[src/rtl/instruction_fetch_unit.sv]
// Single-outstanding instruction fetch: one bus word read per request, with
// misaligned-PC, bus-error and bus-timeout faults reported as one-cycle pulses.
module instruction_fetch_unit #(
  parameter int unsigned TIMEOUT_CYCLES          = 255,
  parameter logic [31:0] INSTRUCTION_RESET_VALUE = 32'h0000_0000
) (
  input  logic        clock,
  input  logic        reset,
  input  logic        fetchStart,
  input  logic [31:0] programCounter,
  input  logic        fetchAbort,
  output logic        busRead,
  output logic [31:0] busAddress,
  input  logic        busReady,
  input  logic        busError,
  input  logic [31:0] busData,
  output logic [31:0] instructionRegister,
  output logic        fetchBusy,
  output logic        fetchDone,
  output logic        fetchFault,
  output logic [1:0]  faultCause,
  output logic [31:0] faultAddress
);

  localparam int unsigned    CW       = (TIMEOUT_CYCLES == 0) ? 1 : $clog2(TIMEOUT_CYCLES + 1);
  localparam logic [CW-1:0]  CNT_LAST = (TIMEOUT_CYCLES == 0) ? '0 : CW'(TIMEOUT_CYCLES - 1);

  localparam logic [1:0] CAUSE_MISALIGN = 2'b01;
  localparam logic [1:0] CAUSE_BUSERR   = 2'b10;
  localparam logic [1:0] CAUSE_TIMEOUT  = 2'b11;

  typedef enum logic {S_IDLE, S_WAIT} state_t;

  state_t        r_state,  w_next;
  logic [31:0]   r_addr,   w_addr;
  logic [31:0]   r_ir,     w_ir;
  logic          r_done,   w_done;
  logic          r_fault,  w_fault;
  logic [1:0]    r_cause,  w_cause;
  logic [31:0]   r_faddr,  w_faddr;
  logic [CW-1:0] r_cnt,    w_cnt;

  always_ff @(posedge clock or negedge reset) begin
    if (!reset) begin
      r_state <= S_IDLE;
      r_addr  <= '0;
      r_ir    <= INSTRUCTION_RESET_VALUE;
      r_done  <= 1'b0;
      r_fault <= 1'b0;
      r_cause <= 2'b00;
      r_faddr <= '0;
      r_cnt   <= '0;
    end else begin
      r_state <= w_next;
      r_addr  <= w_addr;
      r_ir    <= w_ir;
      r_done  <= w_done;
      r_fault <= w_fault;
      r_cause <= w_cause;
      r_faddr <= w_faddr;
      r_cnt   <= w_cnt;
    end
  end

  always_comb begin
    w_next  = r_state;
    w_addr  = r_addr;
    w_ir    = r_ir;
    w_done  = 1'b0;
    w_fault = 1'b0;
    w_cause = r_cause;
    w_faddr = r_faddr;
    w_cnt   = r_cnt;
    case (r_state)
      S_IDLE: begin
        if (fetchStart) begin
          if (programCounter[1:0] == 2'b00) begin
            w_next = S_WAIT;
            w_addr = programCounter;
            w_cnt  = '0;
          end else begin
            w_fault = 1'b1;
            w_cause = CAUSE_MISALIGN;
            w_faddr = programCounter;
          end
        end
      end
      S_WAIT: begin
        // Abort outranks any bus response arriving on the same edge.
        if (fetchAbort) begin
          w_next = S_IDLE;
        end else if (busError) begin
          w_next  = S_IDLE;
          w_fault = 1'b1;
          w_cause = CAUSE_BUSERR;
          w_faddr = r_addr;
        end else if (busReady) begin
          w_next = S_IDLE;
          w_ir   = busData;
          w_done = 1'b1;
        end else if ((TIMEOUT_CYCLES != 0) && (r_cnt == CNT_LAST)) begin
          w_next  = S_IDLE;
          w_fault = 1'b1;
          w_cause = CAUSE_TIMEOUT;
          w_faddr = r_addr;
        end else if (r_cnt != '1) begin
          w_cnt = r_cnt + 1'b1;
        end
      end
      default: w_next = S_IDLE;
    endcase
  end

  // Strobe decoded from state so an async reset drops it without a clock.
  assign busRead             = (r_state == S_WAIT);
  assign fetchBusy           = busRead;
  assign busAddress          = r_addr;
  assign instructionRegister = r_ir;
  assign fetchDone           = r_done;
  assign fetchFault          = r_fault;
  assign faultCause          = r_cause;
  assign faultAddress        = r_faddr;

endmodule
[config.mk]
export PLATFORM = sky130hd
export DESIGN_NAME = instruction_fetch_unit
export DESIGN_NICKNAME = d
export VERILOG_FILES = /design/src/rtl/instruction_fetch_unit.sv
export SDC_FILE = /design/constraint.sdc
export NUM_CORES = 1
export LEC_CHECK = 0
export CAP_MARGIN = 15
export CELL_PAD_IN_SITES_DETAIL_PLACEMENT = 2
export CELL_PAD_IN_SITES_GLOBAL_PLACEMENT = 2
export CORE_UTILIZATION = 30
export DETAILED_ROUTE_END_ITERATION = 10
export MAX_ROUTING_LAYER = met4
export PLACE_DENSITY = 0.86
export SLEW_MARGIN = 20
export SYNTH_ARGS = -nofsm -noshare
export SYNTH_HDL_FRONTEND = slang
export SYNTH_SLANG_ARGS = --single-unit
export TNS_END_PERCENT = 20
[constraint.sdc]
create_clock -name clock -period 2.2 [get_ports clock]
set_input_delay 0.66 -clock clock [delete_from_list [all_inputs] [get_ports clock]]
set_output_delay 0.66 -clock clock [all_outputs]
set_load 0.1 [all_outputs]
Word-level counts from Yosys, hierarchy flattened

Cells that the tools add are included.

Bitwise logic cells: 3
Multiply operators: 0
$lt $le $gt $ge: 0
Shift operators: 0
Equality and inequality tests: 12
Reduce and logical (&&, ||, !) cells: 5
$add $sub $neg: 1
Multiplexer cells: 40
Divide/modulo/power cells: 0

Operators with widths:

| cell                  | number |
|---|---|
| $mux W32              | 6 |
| $pmux W32 S2          | 1 |
| $mux W8               | 7 |
| $mux W1               | 16 |
| $pmux W8 S2           | 1 |
| $ne A2 B2 Y1 const B  | 7 |
| $mux W2               | 6 |
| $add A8 B1 Y8 const B | 1 |
| $eq A8 B8 Y1 const B  | 1 |
| $ne A8 B8 Y1 const B  | 1 |
| $reduce_and A7 Y1     | 1 |
| $reduce_and A5 Y1     | 1 |
| $pmux W1 S2           | 2 |
| $pmux W2 S2           | 1 |
| $reduce_and A4 Y1     | 1 |
| $ne A3 B2 Y1 const B  | 1 |
| $ne A3 B3 Y1 const B  | 1 |
| $not A1 Y1            | 3 |
| $reduce_and A3 Y1     | 1 |
| $logic_not A2 Y1      | 1 |
| $ne A2 B1 Y1 const B  | 1 |

RAM bits: 0
Latch bits: 0
Memories: 0
Output and inout port bits: 102
Register bits: 109
Logic and storage cells: 69
ROM bits: 0
Bits of input ports: 70

Logic depth before layout (Yosys ltp)

Gate-level depths: netlist of run 1.

Depth in word-level cells: 7
Mapped depth: 7
Mapped depth without buffers: 6

Worst setup path after synthesis of run 1

OpenSTA, ideal clock, no wires.

Kind: register to register
Start: register r_state (netlist: busRead)
End: register r_faddr[10] (netlist: faultAddress[10])
Path buffers: 2
Library setup time: 0.126 ns
Required time: 2.074 ns
Path slack: -0.170 ns
Cell stages (with the launch flop): 5
Clock period less this slack: 2.370 ns
Arrival time: 2.244 ns
Cells stage by stage: dfrtp_1 > buf_2 > clkbuf_1 > mux2_2 > mux2_4

Cells in the longest elaborated chain, start to end: 3
Elaborated cells between the ends (all ways): 8
Those cells by class: 5 x eq/ne; 1 x mux; 1 x bitwise; 1 x reduce/logical

Ends and longest elaborated chain:

| what                               | RTL line | text |
|---|---|---|
| from (decl)                        | 34       | `state_t r_state, w_next;` |
| from (signal assigned)             | 54       | `r_state <= w_next;` |
| $not A1 Y1 (no source line)        | -        |  |
| $ne A2 B2 Y1 (no source line)      | -        |  |
| $reduce_and A5 Y1 (no source line) | -        |  |
| to (signal assigned)               | 60       | `r_faddr <= w_faddr;` |
| to (decl)                          | 40       | `logic [31:0] r_faddr, w_faddr;` |

Parallel ways exist; a longest one is shown, timed or not.
A chain may end at the register's enable or synchronous reset.

Final worst setup path of run 1

Start: input port programCounter[1]
End: register r_faddr[12] (netlist: faultAddress[12])

Cells in the longest elaborated chain, start to end: 3

Ends and longest elaborated chain:

| what                               | RTL line | text |
|---|---|---|
| from (decl)                        | 10       | `input logic [31:0] programCounter,` |
| $logic_not A2 Y1                   | 77       | `if (programCounter[1:0] == 2'b00) begin` |
| $ne A2 B2 Y1 (no source line)      | -        |  |
| $reduce_and A5 Y1 (no source line) | -        |  |

Every way passes these cells.

==> results of run 1 <==
## per-layer routing
metal | global-route usage | vias to the layer above | share of wire | routed length [um]
met3 | 0.03964 | 9 | 0.070 | 988
met5 | - | - | 0 | 0
met2 | 0.3027 | 133 | 0.49 | 6955
met1 | 0.2190 | 1736 | 0.43 | 6090
met4 | 0.05335 | 0 | 0.011 | 152
li1 | - | 1557 | - | -
## flip-flops by register name, indices dropped and copies added (netlist names)
signal	cells
fetchFault	1
fetchDone	1
faultAddress	32
instructionRegister	32
r_cnt	8
busAddress	32
busRead	1
faultCause	2
## cells in the mapped netlist, drive strengths merged
library cell / count
nand3: 8
a21o: 2
mux2: 126
o32a: 1
nor3: 2
o311ai: 1
and4: 1
nor2b: 2
inv: 12
clkbuf: 3
o211ai: 8
o22a: 1
nor2: 2
nor4: 1
a21oi: 2
a21boi: 1
or3: 5
ha: 2
o31ai: 1
o21a: 1
a211oi: 1
buf: 13
nand2: 5
dfrtp: 109
o311a: 1
o221ai: 2
o21ai: 3
nand2b: 1
and3: 3
a22oi: 1
nor3b: 1
a31oi: 1
## cell families (layout without fill, tap and decap cells)
group / Yosys count / after routing / synth area share
flops: 109 / 109 / 0.5597
buf+inv: 28 / 224 / 0.03183
fa+ha+maj: 2 / 2 / 0.005134
compound gates: 27 / 27 / 0.04853
simple gates: 31 / 31 / 0.04211
mux: 126 / 126 / 0.3127
## layout make-up
class	instances	area, um^2
multi-input cells	186	1991
fillers	1579	8775
inverters	12	45.04
clock buffers	10	229.0
flip-flops and latches	109	2729
clock inverters	6	55.05
repair buffers	196	1792
well taps	216	270.3
## final timing paths
path	startpoint	endpoint	cells after the start
worst min-delay path	reset	instructionRegister[26]	1
worst min register to register	instructionRegister[5]	instructionRegister[5]	1
max in group asynchronous	reset	instructionRegister[16]	2
worst max register to register	r_cnt[0]	faultAddress[12]	7
worst max-delay path	programCounter[1]	faultAddress[12]	6
min in group clock	instructionRegister[5]	instructionRegister[5]	1
## worst max-delay path: stages
cell             delay [ps]
clkdlybuf4s50_1         550
nor2_1                   90
or3_1                   370
o21ai_4                 130
buf_12                  230
mux2_4                  320
## power by group through the flow
stage | registers (mW) | logic (mW) | clock network, mW
CTS | 2.76 | 4.44 | 1.64
detailed placement | 2.78 | 4.44 | 0
global route | 2.81 | 4.54 | 1.71
finish | 2.75 | 4.40 | 1.58
global placement | 2.75 | 4.35 | 0
floorplan | 5.40 | 0.664 | 0
==> impl_metrics.ini, run 1 <==
[status]
outcome = finished clean

[final_layout]
drive_gt1_frac = 0.5299
areaGrowthSynthToFinish_pct = 45.91
n_antenna_cell = 0
final_common_cell = buf_4
final_cell_mix = 116 x buf_4, 108 x dfrtp_1, 96 x mux2_2
final_core_util = 0.4476
fin_nets = 586
stdcell_count = 735
fin_area_um2 = 7111

[job]
drv_cap = 0

[critical_path]
start_kind = input pin
cp_data_arrival_time_ps = 2370
cp.required_ps = 2430
end_kind = flop
path_class = in2reg
critPathMaxFanout = 20
r2r_setup_slack_ps = 150

[clock_tree]
postCtsHoldBufs = 0
clock_latency_ps = 350
path_clk_slew_ps = 80
numCtsBuffers = 9
clockBufferDepth = 2
cts-root-buf = clkbuf_16
htreeDepth = 3
cts_setup_buffers = 0
cts.repair.resized = 0
cts_tree = yes
cts_sinks = 109

[sta]
rsz0062_at_grt = false
fin_crit_ps = 2135
maxSlewHeadroom = 0.6505
max_freq_mhz = 468.4
finalSetupTns_ps = 0
worstMarginPinSlew_ps = 524.3
finalClockSkew_ps = 10.95
drv_slew = 0
setup_slack_ps = 64.89
hold_viol_final = 0
setup_viol = 0
fin_hold_ws_ps = 276.9
finalCritPeriodShare = 0.9705

[global_route]
antenna_found_initial = 0
grt_max_degree = 39
grt-ovfl-total = 0
track_usage = 0.1810
first_global_vias = 3827
grt_pass1_wl_mm = 22.11

[power]
p_seq_frac = 0.315
p_int_mw = 4.303
cellPowerDensity_nw_per_um2 = 1228
clockPowerShare = 0.181
p_switching_mw = 4.427
pwr-share-comb = 0.505
swShare = 0.5071
ir_worst_vdd_mv = 0.6409
total_power_mw = 8.730
p_leak_nw = 3.200

[placement]
port_buffers = 171
preCtsSetupSlack_ps = -305.0
placed_area_um2 = 6827
place_inst = 719
dp_hpwl_mm = 10.86
gp_congestion = 0.7943

[synthesis]
synth_top_area_frac = 0.5597
yosys_warnings = 0
yosysSeqAreaShare = 0.5597
ys_ff_latch = 109
syn_area_um2 = 4873
yosysTopAreaCell = dfrtp_1
ys_types = 39
synth_area_per_cell_um2 = 15.09
netlist_instances = 323
synth_area_leaders = dfrtp_1 56%, mux2_2 22%, mux2_4 8.6%
syn_nets = 395

[floorplan]
io_pins = 172
core_area_um2 = 15890
die_w_um = 129.5
dieArea_um2 = 16760
die_h_um = 129.5
num_rows = 46
start_util = 0.3068

[route]
drt_iter0_markers = 94
drt_wl_total_mm = 14.19
routedWlPerCell_um = 19.30
first_pass_iters = 4
num_vias = 3435
avgViaCountPerCell = 4.673
drc_errors = 0
ant_nets = 0

[worst_hold_path]
hp-class = in2async
Note: power is estimated with default switching activity, not from simulation.
==> run 2, diff against run 1 <==
CORE_ASPECT_RATIO = 1.25   (was not set)
==> run 2 against run 1 <==
Final cell count is 0.27% lower. Combinational power is 0.9% higher. Maximum frequency is 0.53% lower. First-iteration DRC count is 51% higher.
==> impl_metrics.ini, run 2 (synthesis gave the netlist of run 1 again) <==
[status]
outcome = finished clean

[final_layout]
fin_nets = 588
final_common_cell = buf_4
areaGrowthSynthToFinish_pct = 47.57
drive_gt1_frac = 0.5355
final_core_util = 0.4563
n_antenna_cell = 0
final_cell_mix = 114 x buf_4, 108 x dfrtp_1, 96 x mux2_2

[critical_path]
cpMostUsedCell = buf_12
cp.required_ps = 2440
cp_cell_sequence = inv_1 > ha_1 > and4_1 > a31oi_2 > o21ai_4 > buf_12 > buf_12 > mux2_4
crit_path_start = r_cnt[0]
critical_path.max_stage_delay_ps = 410
critPathMaxFanout = 13
path_buf_inv = 3
r2r_cells = 8
cp_data_arrival_time_ps = 2380
path_class = reg2reg
start_kind = flop
crit_cells = 8
crit_end = faultAddress[7]
regToRegStartpoint = r_cnt[0]
crit_family = compound AO/OA/AOI/OAI gates
critPathSlowestCell = dfrtp_1
end_kind = flop
r2r_end = faultAddress[7]
r2r_setup_slack_ps = 50

[clock_tree]
postCtsHoldBufs = 0
numCtsBuffers = 9
htreeDepth = 3
clockBufferDepth = 2
path_clk_slew_ps = 80
cts_sinks = 109
clock_latency_ps = 350
cts_tree = yes
cts-root-buf = clkbuf_16

[route]
avgViaCountPerCell = 4.678
ant_nets = 0
num_vias = 3429
drt_wl_total_mm = 14.18
first_pass_iters = 4
routedWlPerCell_um = 19.35
drc_errors = 0
drt_iter0_markers = 142

[sta]
drv_slew = 0
setup_viol = 0
worstMarginPinSlew_ps = 522.7
finalCritPeriodShare = 0.9757
maxSlewHeadroom = 0.6510
hold_viol_final = 0
max_freq_mhz = 465.9
finalClockSkew_ps = 9.741
fin_crit_ps = 2146

[placement]
port_buffers = 171
dp_hpwl_mm = 10.84
gp_congestion = 0.8030

[global_route]
grt_max_degree = 48
first_global_vias = 4040
grt-ovfl-total = 0
track_usage = 0.1821
antenna_found_initial = 0
grt_pass1_wl_mm = 22.38

[floorplan]
num_rows = 51
die_h_um = 144.5
start_util = 0.3092
die_w_um = 116
core_area_um2 = 15760
io_pins = 172
dieArea_um2 = 16760

[power]
ir_worst_vdd_mv = 0.5842
total_power_mw = 8.839
p_leak_nw = 3.236
cellPowerDensity_nw_per_um2 = 1229

[worst_hold_path]
hp-class = in2async

[job]
drv_cap = 0
-- run 2: timing repair --
item,4_1_cts,5_1_grt
buffers inserted,0,1
setup endpoints to repair,0,26
resized for setup,0,2
-- run 2: cell type report --
type | instances | area [um^2]
Fill cell | 1558 | 8569
Sequential cell | 109 | 2729
Multi-Input combinational cell | 186 | 1997
Timing Repair Buffer | 198 | 1853
Clock buffer | 12 | 266.5
Tap cell | 212 | 265.3
Inverter | 12 | 45.04
Clock inverter | 4 | 36.28
-- run 2: routing by layer --
layer | GRT usage | routed length [um] | vias up
li1 | - | - | 1546
met1 | 0.2045 | 5603 | 1746
met2 | 0.3202 | 7489 | 122
met3 | 0.03982 | 874 | 15
met4 | 0.05668 | 215 | 0
met5 | - | 0 | -
-- run 2: where the power goes --
| part | internal (mW) | total, mW | switching, mW |
|---|---|---|---|
| sequential | 2.41 | 2.74 | 0.328 |
| clock | 0.879 | 1.66 | 0.779 |
| combinational | 1.12 | 4.44 | 3.32 |
| total | 4.41 | 8.84 | 4.43 |
-- run 2: worst min-delay path by stage --
stage                                 start                 endpoint  slack [ps]  depth (start not counted)
global route                          reset         faultAddress[13]         250                          1
global placement    instructionRegister[22]  instructionRegister[22]         490                          1
detailed placement  instructionRegister[17]  instructionRegister[17]         500                          1
floorplan                             reset            busAddress[0]         360                          0
CTS                                   reset         faultAddress[13]         230                          1
finish                                reset         faultAddress[10]         240                          1
-- run 2: through the flow --
| step | instance area, um^2 | std cells | TNS [ps] | worst slack, ps | hold WS, ps |
|---|---|---|---|---|---|
| finish | 7192 | 733 | 0 | 53.55 | 240.5 |
| global route | 7192 | 733 | -34.99 | -7.385 | 248.7 |
| CTS | 7137 | 731 | 0 | 48.56 | 234.4 |
| detailed placement | 6834 | 715 | -19480 | -269.0 | 497.8 |
| global placement | 6834 | 715 | -11600 | -177.6 | 490.5 |
| floorplan | 4875 | 323 | 0 | 135.1 | 364.4 |
==> run 3, diff against run 2 <==
CAP_MARGIN = not set   (was 15)
HOLD_SLACK_MARGIN = 0.06   (was not set)
==> results of run 3 <==
Final layout, timing and power as in run 2 (identical DEF).
==> patch: new RTL, config.mk and constraints of run 3 <==
Change the parameter `TIMEOUT_CYCLES` from 255 to 510.
--- a/src/rtl/instruction_fetch_unit.sv
+++ b/src/rtl/instruction_fetch_unit.sv
@@ -3,3 +3,3 @@
 module instruction_fetch_unit #(
-  parameter int unsigned TIMEOUT_CYCLES          = 255,
+  parameter int unsigned TIMEOUT_CYCLES          = 510,
   parameter logic [31:0] INSTRUCTION_RESET_VALUE = 32'h0000_0000
Behaviour: same outputs for any inputs over 4 cycles, from zero or initial values and one cycle with reset low; that may be too few to reach the edited logic, so the function may still have changed.
==> patch against run 3 <==
Via count shrank 0.76%; largest power group unchanged; non-clock buffer count shrank 7; setup slack gained 0.084 ns; register-to-register slack gained 0.11 ns; wire length shrank 4.4%; largest cell class unchanged; die area shrank 2.3%; synthesized area shrank 2.4%; total power shrank 1.5%; sequential cell count grew 1; cell area shrank 2.5%; core utilization shrank 0.60 points; maximum frequency grew 4.1%.
==> patch: results (changes against run 3) <==
- The proportion of synthesized chip area in sequential cells came to 0.578 (+0.0188).
* Worst flop-to-flop path startpoint: r_cnt[1]$_DFFE_PN0P_
- The static leakage came to 3.06 nW (-5.5%).
- The arrival time at the worst endpoint is 2.29 ns (-0.09 ns).
* Most instantiated flip-flop cell in the synthesis netlist: sky130_fd_sc_hd__dfrtp_1
* Cell type group with the largest total delay on the critical path: buffers and inverters
* Initial antenna violation count: 0 (unchanged)
* Pre-CTS worst setup slack: -0.294 ns (-0.0253 ns)
- The number of distinct library cells after synthesis came to 33 (-15%).
* Stage delay of the slowest cell on the critical path: 0.49 ns (+0.08 ns)
- The number of buffers created by CTS was 9 (unchanged).
- CTS Root Buffer Type: sky130_fd_sc_hd__clkbuf_16
- Yosys Warn Count: 0 (unchanged)
- Number of input and output port buffers inserted: 171 (unchanged)
* Share of synthesized flip-flops with an asynchronous set or reset: 1.00 (unchanged)
* Largest fanout on the critical path: 9 (-4)
- The number of fill cells was 1,592 (+2.2%).
- The post-synthesis net count came to 396 (+0.25%).
- Worst setup path startpoint: busReady
- Cts hold-fix bufs: 0 (unchanged)
- Clock latency at the later pin of the worst-skew pair: 0.35 ns (about the same)
- Top cells by area in the synthesized netlist: sky130_fd_sc_hd__dfrtp_1 58%, sky130_fd_sc_hd__mux2_2 28%, sky130_fd_sc_hd__o21ai_0 1.6%
- CTS clock-pin slew for the worst setup and hold paths: 0.08 ns (about the same)
* Result of the run: complete, no violations
* Number of buffers on the longest clock path: 2 (unchanged)
* Maximum resistive drop on vdd: 0.565 mV (-3.2%)
- Global-route wire length before repair: 21,300 um (-4.9%)
- The number of nets with antenna violations after detailed routing is 0 (unchanged).
* Worst clock skew: 0.00772 ns (-0.00202 ns)
* Layout cell share with drive strength beyond 1: 0.522 (-0.0131)
- The path class of the tightest hold or removal check is input pin to asynchronous set/reset pin.
- Endpoints failing setup: 0 (unchanged)
- The initial detailed-routing violation count was 71 (-50%).
- The commonest cells after synthesis are 120 x sky130_fd_sc_hd__mux2_2, 110 x sky130_fd_sc_hd__dfrtp_1, 15 x sky130_fd_sc_hd__o21ai_0, 6 x sky130_fd_sc_hd__mux2_1, 6 x sky130_fd_sc_hd__nand2_1.
- Router iterations before antenna repair: 4 (unchanged)
* Via count of the first global-routing pass: 3,905 (-3.3%)
- The total placed instance area came to 6680 um2 (-2.3%).
- Weighted congestion reported at the end of routability-driven placement: 0.746 (-7.1%)
- Relative max-transition margin: 0.673 (+0.0223)
* Slowest cell on the critical path: sky130_fd_sc_hd__clkdlybuf4s50_1
* Area grow syn2layout: 47.4%
- Detail-routed via count per cell: 4.69 (+0.34%)
* HPWL after DPL: 10,200 um (-5.7%)
* GRT Resource Usage Total: 0.178 (-0.00405)
- The antenna cell count came to 0 (unchanged).
* Routed Wire Length: 13,600 um (-4.4%)
- Pin count of the biggest net entering global routing: 66 (+38%)
- H-tree levels: 3 (unchanged)
- Total Nets Final: 581 (-1.2%)
-- patch: cell types whose count changed after synthesis, moves of 3 or more --
cell / before / now
sky130_fd_sc_hd__nand4_1: 0 / 3
sky130_fd_sc_hd__nand3b_1: 0 / 3
sky130_fd_sc_hd__or3_1: 5 / 2
sky130_fd_sc_hd__nand3_1: 8 / 4
sky130_fd_sc_hd__o21ai_0: 2 / 15
sky130_fd_sc_hd__inv_1: 12 / 5
sky130_fd_sc_hd__mux2_1: 2 / 6
sky130_fd_sc_hd__mux2_2: 96 / 120
sky130_fd_sc_hd__mux2_4: 28 / 0
sky130_fd_sc_hd__and3_1: 3 / 0
sky130_fd_sc_hd__o211ai_1: 8 / 2
-- patch: layer usage --
layer	vias to the layer above	share of wire	wire length, um	global-route usage
li1	1527	-	-	-
met1	1748	0.39	5280	0.196
met2	113	0.55	7400	0.318
met3	15	0.055	741	0.0437
met4	0	0.0099	134	0.0485
met5	-	0	0	-
-- patch: cell families (layout without fill, tap and decap cells) --
family | after synthesis | count (layout) | share of synthesized area
AOI/OAI and AO/OA | 28 | 28 | 0.0434
DFF | 110 | 110 | 0.578
muxes | 126 | 126 | 0.298
adders and majority gates | 3 | 3 | 0.00789
and+or+nand+nor | 34 | 34 | 0.0447
buffers and inverters | 22 | 212 | 0.0273
-- patch: final cells by class --
class,count,share of cell area
tap,212,0.0378
clock inverter,5,0.0116
multi-input combinational,191,0.269
clock buffer,11,0.0360
inverter,5,0.00268
sequential,110,0.393
timing repair buffer,191,0.250
-- patch: per-stage QoR --
step	power, mW	std cells	hold slack [ns]
after global placement	6.86	709	0.473
final	8.71	725	0.131
after detailed placement	6.98	709	0.492
after floorplan	5.86	323	0.364
after global routing	9.01	725	0.117
after CTS	8.82	725	0.118
-- patch: path summary, 6_finish.rpt --
check                                                 endpoint  slack, ns  cells after the start
min in group clock                   faultCause[1]$_DFFE_PN0P_       0.50                      1
setup / recovery                   faultAddress[5]$_DFFE_PN0P_       0.14                      5
setup reg to reg                   faultAddress[5]$_DFFE_PN0P_       0.16                      7
hold / removal                      busAddress[13]$_DFFE_PN0P_       0.13                      1
hold reg to reg                      faultCause[1]$_DFFE_PN0P_       0.50                      1
max in group asynchronous  instructionRegister[16]$_DFFE_PN0P_       1.48                      2
-- patch: what timing repair did --
action,CTS,global route
setup endpoints to repair,0,1
setup buffers,0,0
resized for setup,0,1
-- patch: power breakdown --
| part | total, mW | switching [mW] | leakage, nW | internal, mW |
|---|---|---|---|---|
| registers | 2.68 | 0.275 | 1.35 | 2.41 |
| clock network | 1.80 | 0.740 | 0.162 | 1.06 |
| logic | 4.22 | 3.23 | 1.55 | 0.988 |
